## config.mk

```make
export PLATFORM = sky130hd
export DESIGN_NAME = regfile_sb
export DESIGN_NICKNAME = d
export VERILOG_FILES = /design/src/rtl/regfile_pkg.sv /design/src/rtl/rf_scoreboard.sv /design/src/rtl/regfile_sb.sv
export SDC_FILE = /design/constraint.sdc
export NUM_CORES = 1
export LEC_CHECK = 0
export BUFFER_PORTS_ARGS = -buffer_cell sky130_fd_sc_hd__buf_2
export CAP_MARGIN = 20
export CELL_PAD_IN_SITES_DETAIL_PLACEMENT = 0
export CELL_PAD_IN_SITES_GLOBAL_PLACEMENT = 1
export CORE_MARGIN = 2
export CORE_UTILIZATION = 50
export CTS_CLUSTER_DIAMETER = 40
export DETAILED_ROUTE_END_ITERATION = 7
export MAX_ROUTING_LAYER = met4
export PLACE_DENSITY_LB_ADDON = 0.25
export SYNTH_ARGS = -nofsm -noshare
export SYNTH_HDL_FRONTEND = slang
export SYNTH_HIERARCHICAL = 1
export SYNTH_SLANG_ARGS = --single-unit
```

## constraint.sdc

```tcl
create_clock -name clk -period 4.6 [get_ports clk]
set_input_delay 0.92 -clock clk [delete_from_list [all_inputs] [get_ports clk]]
set_output_delay 0.92 -clock clk [all_outputs]
set_load 0.02 [all_outputs]
```

## src/rtl/regfile_pkg.sv

```systemverilog
// Shared constants and state encoding for the scoreboarded register file.
// Optional build macro (see regfile_sb): REGFILE_ZERO_REG_EN.
package regfile_pkg;

    localparam int W_DEF = 8;
    localparam int D_DEF = 4;

    typedef enum logic {
        INIT  = 1'b0,
        READY = 1'b1
    } state_e;

endpackage

```

## src/rtl/rf_scoreboard.sv

```systemverilog
// Per-register pending bits plus a running count of pending registers.
// Requests arrive already qualified (READY state, zero-register filtering).
module rf_scoreboard
    import regfile_pkg::*;
#(
    parameter int D = D_DEF
) (
    input  logic                clk,
    input  logic                reset,
    input  logic                lock_fire,
    input  logic [D-1:0]        lock_addr,
    input  logic                write_fire,
    input  logic [D-1:0]        write_addr,
    output logic [(2**D)-1:0]   pending,
    output logic [D:0]          pending_cnt
);

    localparam int DEPTH = 2**D;

    logic [DEPTH-1:0] pending_q, pending_d;
    logic [D:0]       cnt_q, cnt_d;
    logic             inc, dec;

    // NOTE: every variable driven here gets a default first so no path leaves it unassigned (no latch).
    always_comb begin
        pending_d = pending_q;
        // Write clears first, lock sets second: a same-address lock overrides the clear.
        if (write_fire) pending_d[write_addr] = 1'b0;
        if (lock_fire)  pending_d[lock_addr]  = 1'b1;
    end

    assign inc = lock_fire && !pending_q[lock_addr];
    assign dec = write_fire && pending_q[write_addr]
                 && !(lock_fire && (lock_addr == write_addr));

    always_comb begin
        cnt_d = cnt_q;
        unique case ({inc, dec})
            2'b10:   cnt_d = cnt_q + 1'b1;
            2'b01:   cnt_d = cnt_q - 1'b1;
            default: cnt_d = cnt_q;
        endcase
    end

    // NOTE: sequential state uses non-blocking assignments so every flop samples pre-edge values.
    always_ff @(posedge clk) begin
        if (reset) begin
            pending_q <= '0;
            cnt_q     <= '0;
        end else begin
            pending_q <= pending_d;
            cnt_q     <= cnt_d;
        end
    end

    assign pending     = pending_q;
    assign pending_cnt = cnt_q;

endmodule

```

## src/rtl/regfile_sb.sv

```systemverilog
// 2-read/1-write register file with reset clear sweep, scoreboard and write bypass.
// Define REGFILE_ZERO_REG_EN to hardwire register 0 to zero.
module regfile_sb
    import regfile_pkg::*;
#(
    parameter int W = W_DEF,
    parameter int D = D_DEF
) (
    input  logic          clk,
    input  logic          reset,
    output logic          ready,
    input  logic          write_en,
    input  logic [D-1:0]  Waddr,
    input  logic [W-1:0]  data_in,
    input  logic          lock_en,
    input  logic [D-1:0]  lock_addr,
    input  logic [D-1:0]  RaddrA,
    input  logic [D-1:0]  RaddrB,
    output logic [W-1:0]  data_out_a,
    output logic [W-1:0]  data_out_b,
    output logic          valid_a,
    output logic          valid_b,
    output logic [D:0]    pending_cnt
);

    localparam int DEPTH = 2**D;

    state_e           state_q, state_d;
    logic [D-1:0]     clr_ptr_q, clr_ptr_d;
    logic [W-1:0]     regs_q [DEPTH];
    logic [DEPTH-1:0] pending;
    logic             is_ready;
    logic             wr_fire, lk_fire;
    logic             wr_zero, lk_zero, ra_zero, rb_zero;

    assign is_ready = (state_q == READY);

`ifdef REGFILE_ZERO_REG_EN
    assign wr_zero = (Waddr     == '0);
    assign lk_zero = (lock_addr == '0);
    assign ra_zero = (RaddrA    == '0);
    assign rb_zero = (RaddrB    == '0);
`else
    assign wr_zero = 1'b0;
    assign lk_zero = 1'b0;
    assign ra_zero = 1'b0;
    assign rb_zero = 1'b0;
`endif

    assign wr_fire = is_ready && write_en && !wr_zero;
    assign lk_fire = is_ready && lock_en  && !lk_zero;

    always_comb begin
        state_d   = state_q;
        clr_ptr_d = clr_ptr_q;
        if (state_q == INIT) begin
            clr_ptr_d = clr_ptr_q + 1'b1;
            if (clr_ptr_q == '1) state_d = READY;
        end
    end

    always_ff @(posedge clk) begin
        if (reset) begin
            state_q   <= INIT;
            clr_ptr_q <= '0;
        end else begin
            state_q   <= state_d;
            clr_ptr_q <= clr_ptr_d;
        end
    end

    // NOTE: the array has no reset; the INIT sweep zeroes it one entry per cycle instead.
    always_ff @(posedge clk) begin
        if (!reset) begin
            if (state_q == INIT) regs_q[clr_ptr_q] <= '0;
            else if (wr_fire)    regs_q[Waddr]     <= data_in;
        end
    end

    rf_scoreboard #(.D(D)) u_scoreboard (
        .clk         (clk),
        .reset       (reset),
        .lock_fire   (lk_fire),
        .lock_addr   (lock_addr),
        .write_fire  (wr_fire),
        .write_addr  (Waddr),
        .pending     (pending),
        .pending_cnt (pending_cnt)
    );

    // Bypass uses the raw write strobe; the zero register overrides it.
    always_comb begin
        data_out_a = '0;
        valid_a    = 1'b0;
        if (is_ready) begin
            if (ra_zero) begin
                data_out_a = '0;
                valid_a    = 1'b1;
            end else if (write_en && (Waddr == RaddrA)) begin
                data_out_a = data_in;
                valid_a    = 1'b1;
            end else begin
                data_out_a = regs_q[RaddrA];
                valid_a    = !pending[RaddrA];
            end
        end
    end

    always_comb begin
        data_out_b = '0;
        valid_b    = 1'b0;
        if (is_ready) begin
            if (rb_zero) begin
                data_out_b = '0;
                valid_b    = 1'b1;
            end else if (write_en && (Waddr == RaddrB)) begin
                data_out_b = data_in;
                valid_b    = 1'b1;
            end else begin
                data_out_b = regs_q[RaddrB];
                valid_b    = !pending[RaddrB];
            end
        end
    end

    assign ready = is_ready;

endmodule
```

==> metrics, run 1 <==
cells after synthesis=539; Final Max Tran Viols=0; FF+latch count, synth=154; H-tree level count=4; status=finished clean; ANT nets after route=0; Port Buffers=51; Setup TNS Final=0 ps; Buffers & Inverters on Critical Path=2; Clock Skew=12.96 ps; Starting Density=50.94%; Critical Path Source Type=input port; RSZ-0062 raised after global routing=no; CTS tree=yes; Final min period=3900 ps; kind of end point of the critical path=output port; # diodes=0; CP peak stage delay=520 ps; Seq/Total Area, Yosys=54.13%; Achievable Freq=256.4 MHz; worst path arrival time=2980 ps; die width=131.0 um; CTS clk-pin slew, worst paths=70 ps; vias in the first global route=5402; clk sink count=154; GRT Overall Usage=27.11%; layout cells sized above 1=31.09%; Num CTS Buffers=17; hold-fix buffers at CTS=0; CP Data Required Time=3680 ps; Post-Layout Cell Count=824; cells along the critical path=buf_2 > xor2_1 > nor2_1 > nand4_1 > o22ai_1 > buf_2; via count=5416; Final period util=84.78%; HP Start=u_scoreboard/pending[8]; antenna violations before repair=0; number of flops mapped to enable cells by yosys=128; final-report hold violation count=0; largest net degree at the start of global routing=33; drt wl/cell=25.87 um; worst skew pair latency=430 ps; endpoints failing setup=0; DIE HEIGHT=131.0 um; Final Cell Area=0.009268 mm^2; Crit Path Max Fanout=22; Synth Cell Area=0.008063 mm^2; Power Density=364.4 mW/mm^2; Max-slew headroom=26.75%; placed insts=792; Syn Nets=573; maxcap violations=0; TritonRoute pass-1 iters=5; total global routing overflow=0; clk root buf=clkbuf_16; fillers=1224; WL final=21320 um; Area after DPL=0.008589 mm^2; Max clock buf depth=2; CTS resizes=0; DR iter-0 viols=469; Peak VDD IR=0.0002629 V; LEAKAGE=3.095 nW; top_reg_cell synth=edfxtp_1; WHS=529.2 ps; CP startpoint=RaddrA[3]; DR vias/cell=6.573; Final GP Congestion=0.9039; synth warn=6; reg2reg start=u_scoreboard/pending[3]; Post-CTS Setup Bufs=0; HPWL Detailed=14310 um; Final #Nets=629; synthesized area per cell=14.96 um^2; site row count=46; CP max stage cell=buf_2; CP top delay family=buffers and inverters; Hold Path Class=flip-flop to flip-flop; critical path type=input port to output port; most frequent CP cell=buf_2; Ports=52; DRC violations left=0; Distinct cells, synth=42; Core Footprint=0.01583 mm^2; FFs w/ async S/R, synth=0%; first-pass GRT wire length=31600 um; Area Overhead vs Synth=14.94%; post-layout total power=3.377 mW; die area=0.01716 mm^2; slew at the pin closest to its max-slew limit=1096 ps
kinds of logic after synthesis:
| logic type | share of synthesized area [%] |
|---|---|
| adders and majority gates | 1.024 |
| and+or+nand+nor | 7.806 |
| buffers and inverters | 2.514 |
| DFF | 54.13 |
| muxes | 24.18 |
| xor gates and xnor gates | 1.955 |
| AOI/OAI and AO/OA | 8.396 |
worst paths after layout:
path / end / slack [ps] / cells after the start
max: data_out_a[2] / 700 / 6
min reg2reg: u_scoreboard/pending[8] / 530 / 2
min: u_scoreboard/pending[8] / 530 / 2
max reg2reg: u_scoreboard/pending_cnt[4] / 1590 / 10
layout by cell type (no fill, tap or decap), types with 5 or more instances in the layout:
cell       instances
edfxtp_1         128
mux4_2            74
buf_2             51
nor2_1            49
a22o_1            32
nand2_1           29
dfxtp_1           26
a21oi_1           24
buf_4             23
clkbuf_16         17
o22ai_1           16
o21ai_0           16
and2_1            12
xor2_1            11
nor2b_1           10
nand3_1            8
mux4_1             8
xnor2_1            7
mux2i_1            5
ha_1               5
bufinv_16          5
area by class of cell:
cell class                      count  area [um^2]  area share, %
Tap cell                          216        270.3          2.916
Inverter                            3        11.26         0.1215
Clock inverter                     15        252.7          2.727
Timing Repair Buffer               75        447.9          4.833
Sequential cell                   154         4364          47.09
Multi-Input combinational cell    344         3496          37.72
Clock buffer                       17        425.4          4.590
tightest hold or removal path: cells and delay by family (launching register included):
kind | cells | cell delay [ps]
AOI/OAI and AO/OA | 2 | 140
DFF | 1 | 340
synth_stat cells (all sizes together), types with 2 or more instances:
master | number | area share (%)
a21oi | 24 | 1.5
nand3 | 8 | 0.50
a31oi | 4 | 0.31
dfxtp | 26 | 6.5
ha | 5 | 0.78
nor2b | 10 | 0.78
xnor2 | 7 | 0.76
mux2i | 5 | 0.62
a21o | 2 | 0.19
clkbuf | 20 | 0.93
nor3b | 3 | 0.28
nand4 | 3 | 0.23
nor2 | 49 | 2.3
nand2b | 3 | 0.23
buf | 18 | 1.4
a41o | 2 | 0.25
xor2 | 11 | 1.2
nor3 | 2 | 0.12
o22ai | 16 | 1.2
mux2 | 2 | 0.28
mux4 | 82 | 23
a22o | 32 | 3.5
inv | 3 | 0.14
o21ai | 16 | 0.99
nand2 | 29 | 1.4
and2 | 13 | 1.0
or2 | 3 | 0.23
nand3b | 4 | 0.37
and3b | 2 | 0.22
edfxtp | 128 | 48
routing by layer:
metal	up-vias	track usage, %	part of all wire [%]
li1	2295	-	-
met1	2764	36.45	41
met2	306	42.67	49
met3	51	4.153	7.8
met4	0	9.637	2.3
met5	-	-	0
power by group:
group,switching (mW),internal [mW],total (mW)
clock network,0.614,0.987,1.60
registers,0.00931,1.51,1.52
logic,0.146,0.112,0.258
metrics by stage:
stage / worst slack [ps] / utilization (%)
final: 700.3 / 58.55
after global routing: 627.7 / 58.55
after CTS: 762.6 / 58.55
after detailed placement: 702.8 / 54.27
after global placement: 763.4 / 54.27
after floorplan: 1057 / -
state kept, by name, indices dropped and copies added, names as in the netlist:
signal and flops:
regs_q 128, u_scoreboard/pending 16, u_scoreboard/pending_cnt 5, clr_ptr_q 4
ready 1
No activity file was read; power rests on OpenSTA's default activity.
==> inputs of run 2 (changes only) <==
==> constraint.sdc (replaced) <==
create_clock -name clk -period 3.6 [get_ports clk]
set_input_delay 0.72 -clock clk [delete_from_list [all_inputs] [get_ports clk]]
set_output_delay 0.72 -clock clk [all_outputs]
set_load 0.02 [all_outputs]
==> metrics, run 2 (same netlist as run 1, synthesis figures left out) <==
status=finished clean; Final period util=91.03%; CTS clk-pin slew, worst paths=60 ps; Area Overhead vs Synth=14.80%; TritonRoute pass-1 iters=5; DR iter-0 viols=604; layout cells sized above 1=31.22%; Post-Layout Cell Count=831; Final #Nets=637; Achievable Freq=305.1 MHz; Final Max Tran Viols=0; H-tree level count=4; Max clock buf depth=2; antenna violations before repair=0; Hold Path Class=flip-flop to flip-flop; CTS tree=yes; LEAKAGE=3.088 nW; clk sink count=154; largest net degree at the start of global routing=33; Reg power frac=47.8%; Starting Density=50.94%; Port Buffers=51; fillers=1235; slew at the pin closest to its max-slew limit=1082 ps; Power Density=438.5 mW/mm^2; total global routing overflow=0; hold depth=2; endpoints failing setup=0; Core Footprint=0.01583 mm^2; clk root buf=clkbuf_16; Peak VDD IR=0.0003431 V; Setup TNS Final=0 ps; most frequent cells in the layout=edfxtp_1 (128), mux4_2 (74), buf_2 (51), nor2_1 (49), a22o_1 (32); CP Data Required Time=2880 ps; die area=0.01716 mm^2; die width=131.0 um; kind of end point of the critical path=output port; RSZ-0062 raised after global routing=no; Sw Pwr=0.8924 mW; fin util=58.48%; Crit Path Max Fanout=12; largest reg by FF count=regs_q; Post-CTS Setup Bufs=0; Final GP Congestion=0.9155; worst path arrival time=2560 ps; Ports=52; GRT Overall Usage=27.22%; DR vias/cell=6.434; Max-slew headroom=27.63%; HPWL Detailed=14440 um; placed insts=800; Cell Int Power=3.166 mW; Num CTS Buffers=17; site row count=46; drt wl/cell=25.41 um; max reg flops=128; Final min period=3277 ps; Critical Path Source Type=input port; reg2reg path depth=10; first-pass GRT wire length=31840 um; fraction of power consumed by the clock network=43.8%; worst skew pair latency=430 ps; DIE HEIGHT=131.0 um; most common cell after layout, fill and taps aside=edfxtp_1; Area after DPL=0.008675 mm^2; critical path type=input port to output port; Final Cell Area=0.009256 mm^2; Clock Skew=11.65 ps; CTS resizes=0; # diodes=0; maxcap violations=0; Sw Ratio=21.99%; ANT nets after route=0; via count=5347; DRC violations left=0; vias in the first global route=5508; final-report hold violation count=0; WL final=21110 um; hold-fix buffers at CTS=0; Gate power share=8.4%
[run 2: cell types whose count changed in the layout (fill, tap and decap cells not counted), sizes merged]
cell / delta
buf: +8
inv: -5
bufinv: -2
clkbuf: +2
clkinv: +2
clkinvlp: +2
[run 2: area by class of cell]
type / count / area, um^2 / area share, %
Clock buffer: 19 / 432.9 / 4.677
Clock inverter: 12 / 148.9 / 1.609
Inverter: 3 / 11.26 / 0.1217
Multi-Input combinational cell: 344 / 3496 / 37.77
Sequential cell: 154 / 4364 / 47.15
Tap cell: 216 / 270.3 / 2.920
Timing Repair Buffer: 83 / 533.0 / 5.758
[run 2: power by group through the flow]
stage / sequential [mW] / combinational [mW] / clock [mW]
after floorplan: 1.97 / 0.227 / 0
after global placement: 1.98 / 0.336 / 0
after detailed placement: 1.98 / 0.338 / 0
after CTS: 1.94 / 0.339 / 1.80
after global routing: 1.94 / 0.363 / 1.87
final: 1.94 / 0.340 / 1.78
[run 2: worst paths after layout]
check                         startpoint                           to  slack [ps]
max reg2reg      u_scoreboard/pending[3]  u_scoreboard/pending_cnt[4]         640
max                            RaddrA[0]                data_out_a[2]         320
min reg2reg  u_scoreboard/pending_cnt[3]  u_scoreboard/pending_cnt[3]         520
min          u_scoreboard/pending_cnt[3]  u_scoreboard/pending_cnt[3]         520
[run 2: metrics by stage]
step                      hold slack (ps)  power, mW  worst slack (ps)
after floorplan                     475.3      2.201             256.7
after global placement              498.6      2.312             66.30
after detailed placement            499.3      2.317             14.83
after CTS                           510.6      4.079             310.9
after global routing                550.0      4.175             219.6
final                               515.4      4.059             322.9
[run 2: worst max-delay path: stages]
cell and delay, ps:
buf_2 260, buf_4 330, mux4_2 540, a22o_1 250, nor2_1 110, o22ai_1 130
buf_2 210
[run 2: metal layers]
metal / track usage [%] / up-vias / wire length (um)
li1: - / 2317 / -
met1: 35.52 / 2697 / 8709
met2: 42.55 / 292 / 10290
met3: 5.985 / 41 / 1690
met4: 9.762 / 0 / 427
met5: - / - / 0
